File: src/rtl/mac_pkg.sv
// Shared definitions for the mac array blocks: accumulator width and drain FSM states.
package mac_pkg;

    localparam int ACC_W_DEF = 32;

    typedef enum logic [1:0] {
        IDLE = 2'd0,
        RUN  = 2'd1,
        DONE = 2'd2
    } drain_state_e;

endpackage

File: src/rtl/mac_array_drain_if.sv
// Output stream from the drain to the ofmap buffer: aligned vector plus valid/ready and tile-last.
interface mac_array_drain_if
    import mac_pkg::*;
#(
    parameter int W = ACC_W_DEF * 4
);
    logic         out_valid;
    logic         out_ready;
    logic [W-1:0] out_data;
    logic         out_last;

    modport master (
        output out_valid,
        output out_data,
        output out_last,
        input  out_ready
    );

    modport slave (
        input  out_valid,
        input  out_data,
        input  out_last,
        output out_ready
    );
endinterface

File: src/rtl/sync_fifo.sv
// Small synchronous FIFO: power-of-2 depth, wrapping pointers, head forced to zero when empty.
// A push while full is accepted only if the same edge pops; otherwise it is ignored.
module sync_fifo #(
    parameter  int WIDTH = 32,
    parameter  int DEPTH = 4,
    localparam int AW    = (DEPTH > 1) ? $clog2(DEPTH) : 1,
    localparam int CW    = $clog2(DEPTH + 1)
) (
    input  logic             clk,
    input  logic             rst,
    input  logic             i_push,
    input  logic             i_pop,
    input  logic [WIDTH-1:0] i_wdata,
    output logic [WIDTH-1:0] o_rdata,
    output logic             o_full,
    output logic             o_empty,
    output logic [CW-1:0]    o_count
);
    logic [WIDTH-1:0] r_mem [DEPTH];
    logic [AW-1:0]    r_wr_ptr;
    logic [AW-1:0]    r_rd_ptr;
    logic [CW-1:0]    r_count;
    logic             w_wr;
    logic             w_rd;

    assign o_full  = (r_count == CW'(DEPTH));
    assign o_empty = (r_count == '0);
    assign o_count = r_count;
    assign o_rdata = o_empty ? '0 : r_mem[r_rd_ptr];

    assign w_rd = i_pop & ~o_empty;
    assign w_wr = i_push & (~o_full | w_rd);

    // Storage array: written on accepted pushes only, no reset needed on payload.
    always_ff @(posedge clk) begin
        if (w_wr) begin
            r_mem[r_wr_ptr] <= i_wdata;
        end
    end

    // Pointers and occupancy; pointers wrap naturally because DEPTH is a power of 2.
    always_ff @(posedge clk) begin
        if (rst) begin
            r_wr_ptr <= '0;
            r_rd_ptr <= '0;
            r_count  <= '0;
        end else begin
            if (w_wr) r_wr_ptr <= r_wr_ptr + 1'b1;
            if (w_rd) r_rd_ptr <= r_rd_ptr + 1'b1;
            case ({w_wr, w_rd})
                2'b10:   r_count <= r_count + 1'b1;
                2'b01:   r_count <= r_count - 1'b1;
                default: r_count <= r_count;
            endcase
        end
    end
endmodule

File: src/rtl/mac_array_drain.sv
// Output side of the mac array: deskews the bottom-row columns into aligned vectors,
// buffers them, counts vectors per tile and backpressures the array controller.
module mac_array_drain
    import mac_pkg::*;
#(
    parameter int OC0        = 4,
    parameter int FIFO_DEPTH = 4,
    parameter int ACC_W      = ACC_W_DEF
) (
    input  logic                   clk,
    input  logic                   rst,
    input  logic                   en,
    input  logic                   start,
    input  logic [15:0]            cfg_num_vec,
    input  logic                   in_valid,
    input  logic [ACC_W*OC0-1:0]   accum_out_chained,
    mac_array_drain_if.master      out_if,
    output logic                   array_stall,
    output logic                   done,
    output logic                   overflow
);
    localparam int CW = $clog2(FIFO_DEPTH + 1);

    logic [OC0-1:0][ACC_W-1:0] w_cols_in;
    logic [OC0-1:0][ACC_W-1:0] w_cols_out;
    logic                      w_vec_valid;

    drain_state_e  r_state;
    drain_state_e  w_state_nxt;
    logic [15:0]   r_remaining;
    logic [15:0]   w_remaining_nxt;
    logic          r_overflow;
    logic          w_done;
    logic          w_last;
    logic          w_push;
    logic          w_pop;
    logic          w_drop;
    logic          w_full;
    logic          w_empty;
    logic [CW-1:0] w_count;

    assign w_cols_in = accum_out_chained;

    // Column j arrives j en-cycles after column 0, so it is delayed OC0-1-j stages
    // to line every column up with the last one.
    for (genvar j = 0; j < OC0; j++) begin : g_col
        localparam int ST = OC0 - 1 - j;
        if (ST == 0) begin : g_pass
            assign w_cols_out[j] = w_cols_in[j];
        end else begin : g_pipe
            logic [ST-1:0][ACC_W-1:0] r_sr;
            // Shift this column one stage per array advance.
            always_ff @(posedge clk) begin
                if (rst) begin
                    r_sr <= '0;
                end else if (en) begin
                    r_sr[0] <= w_cols_in[j];
                    for (int s = 1; s < ST; s++) r_sr[s] <= r_sr[s-1];
                end
            end
            assign w_cols_out[j] = r_sr[ST-1];
        end
    end

    // Column-0 valid tracks the longest column delay so it marks the aligned vector.
    if (OC0 == 1) begin : g_vld_none
        assign w_vec_valid = in_valid;
    end else begin : g_vld
        logic [OC0-2:0] r_vld_pipe;
        // Valid shift register under the same enable as the data pipes.
        always_ff @(posedge clk) begin
            if (rst) begin
                r_vld_pipe <= '0;
            end else if (en) begin
                r_vld_pipe[0] <= in_valid;
                for (int s = 1; s < OC0 - 1; s++) r_vld_pipe[s] <= r_vld_pipe[s-1];
            end
        end
        assign w_vec_valid = r_vld_pipe[OC0-2];
    end

    // Vectors are only captured while a tile is running; idle traffic is discarded.
    assign w_push = en & w_vec_valid & (r_state == RUN);
    assign w_pop  = out_if.out_valid & out_if.out_ready;
    assign w_drop = w_push & w_full & ~w_pop;

    sync_fifo #(
        .WIDTH (ACC_W * OC0),
        .DEPTH (FIFO_DEPTH)
    ) u_fifo (
        .clk     (clk),
        .rst     (rst),
        .i_push  (w_push),
        .i_pop   (w_pop),
        .i_wdata (w_cols_out),
        .o_rdata (out_if.out_data),
        .o_full  (w_full),
        .o_empty (w_empty),
        .o_count (w_count)
    );

    assign out_if.out_valid = ~w_empty;
    assign out_if.out_last  = w_last;
    // Stall only when no slot frees up this cycle; a ready consumer keeps the array moving.
    assign array_stall      = (w_count == CW'(FIFO_DEPTH)) & ~out_if.out_ready;
    assign done             = w_done;
    assign overflow         = r_overflow;

    // Sticky overflow: a dropped vector is an unrecoverable error for this tile.
    always_ff @(posedge clk) begin
        if (rst) begin
            r_overflow <= 1'b0;
        end else if (w_drop) begin
            r_overflow <= 1'b1;
        end
    end

    // Tile FSM state and remaining-vector counter.
    always_ff @(posedge clk) begin
        if (rst) begin
            r_state     <= IDLE;
            r_remaining <= '0;
        end else begin
            r_state     <= w_state_nxt;
            r_remaining <= w_remaining_nxt;
        end
    end

    // Next state, remaining count, last flag and done pulse.
    always_comb begin
        w_state_nxt     = r_state;
        w_remaining_nxt = r_remaining;
        w_done          = 1'b0;
        w_last          = 1'b0;
        case (r_state)
            IDLE: begin
                if (start) begin
                    w_remaining_nxt = cfg_num_vec;
                    w_state_nxt     = (cfg_num_vec == 16'd0) ? DONE : RUN;
                end
            end
            RUN: begin
                w_last = out_if.out_valid & (r_remaining == 16'd1);
                if (w_pop) begin
                    if (r_remaining != 16'd0) w_remaining_nxt = r_remaining - 16'd1;
                    if (r_remaining == 16'd1) w_state_nxt = DONE;
                end
            end
            DONE: begin
                w_done      = 1'b1;
                w_state_nxt = IDLE;
            end
            default: w_state_nxt = IDLE;
        endcase
    end
endmodule
File: src/flat_wrapper.sv
// flat-port wrapper written by rule: the top's interface ports become plain ports
module mac_array_drain_flat import mac_pkg::*;
#(
    parameter int OC0        = 4,
    parameter int FIFO_DEPTH = 4,
    parameter int ACC_W      = ACC_W_DEF
)
  (clk, rst, en, start, cfg_num_vec, in_valid, accum_out_chained, array_stall, done, overflow, out_if_out_valid, out_if_out_data, out_if_out_last, out_if_out_ready);
  mac_array_drain_if out_if_i ();
  input  logic clk;
  input  logic rst;
  input  logic en;
  input  logic start;
  input  logic [15:0] cfg_num_vec;
  input  logic in_valid;
  input  logic [ACC_W*OC0-1:0] accum_out_chained;
  output logic array_stall;
  output logic done;
  output logic overflow;
  output wire logic [$bits(out_if_i.out_valid)-1:0] out_if_out_valid;
  output wire logic [$bits(out_if_i.out_data)-1:0] out_if_out_data;
  output wire logic [$bits(out_if_i.out_last)-1:0] out_if_out_last;
  input wire logic [$bits(out_if_i.out_ready)-1:0] out_if_out_ready;
  assign out_if_out_valid = out_if_i.out_valid;
  assign out_if_out_data = out_if_i.out_data;
  assign out_if_out_last = out_if_i.out_last;
  assign out_if_i.out_ready = out_if_out_ready;
  mac_array_drain #(.OC0(OC0), .FIFO_DEPTH(FIFO_DEPTH), .ACC_W(ACC_W)) u_core (.clk(clk), .rst(rst), .en(en), .start(start), .cfg_num_vec(cfg_num_vec), .in_valid(in_valid), .accum_out_chained(accum_out_chained), .out_if(out_if_i), .array_stall(array_stall), .done(done), .overflow(overflow));
endmodule
File: config.mk
export PLATFORM = sky130hd
export DESIGN_NAME = mac_array_drain_flat
export DESIGN_NICKNAME = d
export VERILOG_FILES = /design/src/rtl/mac_pkg.sv /design/src/rtl/mac_array_drain_if.sv /design/src/rtl/sync_fifo.sv /design/src/rtl/mac_array_drain.sv /design/src/flat_wrapper.sv
export SDC_FILE = /design/constraint.sdc
export NUM_CORES = 1
export LEC_CHECK = 0
export ABC_AREA = 1
export ABC_CLOCK_PERIOD_IN_PS = 6800
export BUFFER_PORTS_ARGS = -buffer_cell sky130_fd_sc_hd__buf_2
export CAP_MARGIN = 10
export CORE_MARGIN = 3
export CORE_UTILIZATION = 53
export DETAILED_ROUTE_END_ITERATION = 10
export GPL_ROUTABILITY_DRIVEN = 0
export GPL_TIMING_DRIVEN = 1
export PLACE_DENSITY_LB_ADDON = 0.12
export SLEW_MARGIN = 5
export SYNTH_ARGS = -nofsm -noshare
export SYNTH_HDL_FRONTEND = slang
export SYNTH_SLANG_ARGS = --single-unit
File: constraint.sdc
create_clock -name clk -period 6.8 [get_ports clk]
set_clock_uncertainty 0.15 [all_clocks]
set_input_delay 0.68 -clock clk [delete_from_list [all_inputs] [get_ports clk]]
set_output_delay 0.68 -clock clk [all_outputs]
set_load 0.01 [all_outputs]
==> reports/summary.log <==
qor: logic_synthesis.yosys_register_bits 735
qor: routing.drt_pre_antenna_iters 5
qor: status.status completed
qor: power.power.density 358 mW/mm2
qor: logic_synthesis.synth_top_family_by_area simple AND/OR/NAND/NOR gates
qor: global_route.grt-ovfl-total 0
qor: global_route.grt_start_max_net_pins 172
qor: logic_synthesis.synth-simple-area-share 15.2%
qor: final_layout.area_delta_synth_final 14.8%
qor: logic_synthesis.synth_compound_area_share 10.8%
qor: power.post-layout-total-power 11600 uW
qor: logic_synthesis.synth.area.mux_share 0%
qor: routing.drt_iter0_markers 1629
qor: global_route.use_met2 37.0%
qor: routing.wirelength 66.5 mm
qor: power.p_leak 0.0124 uW
qor: logic_synthesis.synth_top_cells_by_count nor2_1 (988), edfxtp_1 (512), o21ai_0 (457)
qor: final_layout.combined_flip_flop_and_latch_cell_area 0.0198 mm2
qor: logic_synthesis.synth-adder-area-share 0.337%
qor: clock_tree.root_buffer clkbuf_16
qor: clock_tree.tritoncts yes
qor: power.intPower 8040 uW
qor: logic_synthesis.synth.top_cell.area_share 54.5%
qor: final_layout.post_route_cells_drive_above_1_share 14.9%
qor: die.floorplan.die_area 0.0561 mm2
qor: die.starting_density_of_the_core 54.2%
qor: logic_synthesis.yosysMostFrequentCell nor2_1
qor: clock_tree.cts.sink_count 735
qor: logic_synthesis.syn-mean-instance-area 10.5 um2
qor: clock_tree.clk-insertion-delay-late 0.60 ns
qor: sta.timing.max_slew.rel_slack 23.3%
qor: routing.drcViolationCount 0
qor: clock_tree.cts_hold_repair.buffers 0
qor: die.fp-row-count 83
qor: worst_setup_path.cp.arrival 3.77 ns
qor: clock_tree.numCtsBuffers 74
qor: logic_synthesis.synthCells 2691
qor: final_layout.nFillCells 4217
qor: worst_setup_path.worst-path-max-fanout 171
qor: final_layout.multi_input_area 0.00749 mm2
qor: power.total_switching_power 3570 uW
qor: power.swShare 30.8%
qor: logic_synthesis.synthFlopType edfxtp_1
qor: global_route.number_of_antenna_violations_at_the_first_check_in_global_routing 4
qor: routing.drtAntennaViolNets 0
qor: sta.maxClockFrequency 217 MHz
qor: die.top_level_ports 283
qor: die.fp.dieH 237 um
qor: worst_setup_path.worst_path_largest_cell_delay 0.91 ns
qor: logic_synthesis.synth_sequential_area_ratio 70.3%
qor: worst_setup_path.timing.critical_path.from_type register
qor: logic_synthesis.synth_async_sr_flop_share 0%
qor: logic_synthesis.synth-edff-count 512
qor: global_route.all_layer_global_routing_usage 23.2%
qor: sta.period_share 67.7%
qor: final_layout.final_layout_net_count 3054
qor: global_route.grt_pass1_vias 18800
qor: flow_run.maxCapViolations 0
qor: power.power.share.clock 34.4%
qor: worst_setup_path.cp-end-kind output port
qor: clock_tree.clock_tree.htree_level_count 3
qor: logic_synthesis.yosysWarningCount 0
qor: routing.vias 19700
qor: place.place.port_buffers 282
qor: routing.drt-vias-per-instance 5.42
qor: logic_synthesis.syn-num-nets 2848
qor: global_route.grt_use_met3 3.89%
qor: place.dp_hpwl 36.1 mm
qor: logic_synthesis.yosys-top-cells-area edfxtp_1 (54%), dfxtp_1 (16%), nor2_1 (13%)
qor: routing.routed_wl_per_cell 18.3 um
qor: logic_synthesis.post_synth_num_cell_types 32
qor: global_route.grt_pass1_wl 103 mm
qor: global_route.top_usage_layer met2
qor: clock_tree.postCtsSetupRepairBufs 0
qor: sta.post-route-min-period 4.60 ns
qor: clock_tree.cts_repair_resize_count 0
qor: clock_tree.clk_pin_slew 0.06 ns
qor: sta.setup_repair_after_global_routing_missed_its_margin false
qor: worst_setup_path.timing.critical_path.max_delay_family buffers and inverters
qor: worst_setup_path.timing.critical_path.buf_inv 3
qor: worst_setup_path.crit_chain inv_6, buf_4, o21ai_0, a21oi_1, buf_2
qor: sta.report.final.setup_viol 0
qor: die.die-width 237 um
qor: hold_path.worst_hold_path_type in -> reg
qor: worst_setup_path.cp_data_required_time 5.97 ns
qor: logic_synthesis.synth_area 0.0282 mm2
qor: clock_tree.cts-root-to-sink-buffers 3
qor: power.share_comb_of_total_power 21.8%
qor: worst_setup_path.cp_slowest_cell inv_6
qor: die.placeableCoreArea 0.0520 mm2
qor: worst_setup_path.critical_path_class reg -> out
qor: place.place.detailed.instances 3501
qor: sta.hold_viol 0
qor: power.pwr-share-seq 43.8%
qor: power.vdd_ir_drop_max 0.315 mV
qor: global_route.grt_util_met1 32.6%
qor: sta.slew_violations 0
qor: logic_synthesis.synth_xor_area_share 0.0310%
qor: logic_synthesis.netlist.top_cell.by_area edfxtp_1
qor: sta.timing_worst_slew_pin_value 1.15 ns
qor: final_layout.final_non_filler_cells 3639
-- metal layers --
metal  share of wire, %  wire, um
met5              0.020        13
met4                2.3      1540
met3                6.0      3990
met2                 47     31400
met1                 44     29500
-- cell type report --
type,count,area share [%]
Multi-Input combinational cell,1738,23.1
Tap cell,680,2.63
Inverter,46,0.606
Clock buffer,98,6.54
Clock inverter,38,0.927
Timing Repair Buffer,302,4.92
Sequential cell,735,61.3
Antenna cell,2,0.0154
-- flip-flops by register name, summed over array words and instances, names as in the netlist, named ones only --
name / flops
u_core.g_vld.r_vld_pipe: 3
u_core.r_state: 2
u_core.r_remaining: 16
u_core.u_fifo.r_wr_ptr: 2
u_core.u_fifo.o_count: 3
u_core.overflow: 1
u_core.u_fifo.r_mem: 512
u_core.u_fifo.r_rd_ptr: 2
u_core.g_col.g_pipe.r_sr: 192
-- path summary, 6_finish.rpt --
| check | to | slack, ns | from | cells past startpoint |
|---|---|---|---|---|
| setup / recovery | out_if_out_data[62] | 2.20 | register | 5 |
| hold / removal | u_core.u_fifo.r_mem[2][126] | 0.15 | accum_out_chained[126] | 1 |
| setup reg to reg | u_core.u_fifo.r_mem[2][74] | 3.88 | u_core.r_state[1] | 7 |
| hold reg to reg | register | 0.30 | u_core.u_fifo.r_rd_ptr[1] | 2 |
-- logic make-up after synthesis --
group	count (synthesis)
simple gates	1122
flops	735
compound gates	608
buf+inv	218
fa+ha+maj	7
xor+xnor	1
-- power groups by stage --
stage          Sequential, uW  Combinational, uW  Clock, uW
6_report                 5090               2530       3990
5_1_grt                  5110               2810       4260
4_1_cts                  5090               2570       4060
3_5_place_dp             5180               2560          0
3_3_place_gp             5170               2520          0
2_1_floorplan            5080               1620          0
-- cell usage in the layout, fill, tap and decap left out, types with 6 or more instances in the layout --
cell       instances
nand3_1           18
nand2_1           98
clkinv_1          13
o21ai_1            8
edfxtp_1         512
clkinv_2          15
clkbuf_8           7
buf_4             18
a21oi_1          141
inv_1             35
buf_2            281
nor2_1           984
clkbuf_16         79
clkbuf_1          12
nor2_4             6
dfxtp_1          221
o21ai_0          457
ha_1               6
-- through the flow --
stage          worst slack, ns  TNS (ns)  hold slack, ns  utilization [%]  instance area [um2]
2_1_floorplan           -0.495   -253.51           0.286                -                28200
3_3_place_gp              2.91         0           0.291             57.6                30000
3_5_place_dp              2.83         0           0.298             57.6                30000
4_1_cts                   2.19         0           0.104             62.3                32400
5_1_grt                   1.88         0           0.126             62.3                32400
6_report                  2.20         0           0.146             62.3                32400
-- worst reg2reg max path: stages, from the launching register on --
cell,delay [ns]
dfxtp_1,0.34
inv_2,0.11
nand2_4,0.13
nor2_2,0.15
o21ai_2,0.23
nor2_4,0.16
buf_4,0.55
buf_4,0.68
Power figures use the tool's default switching activity.
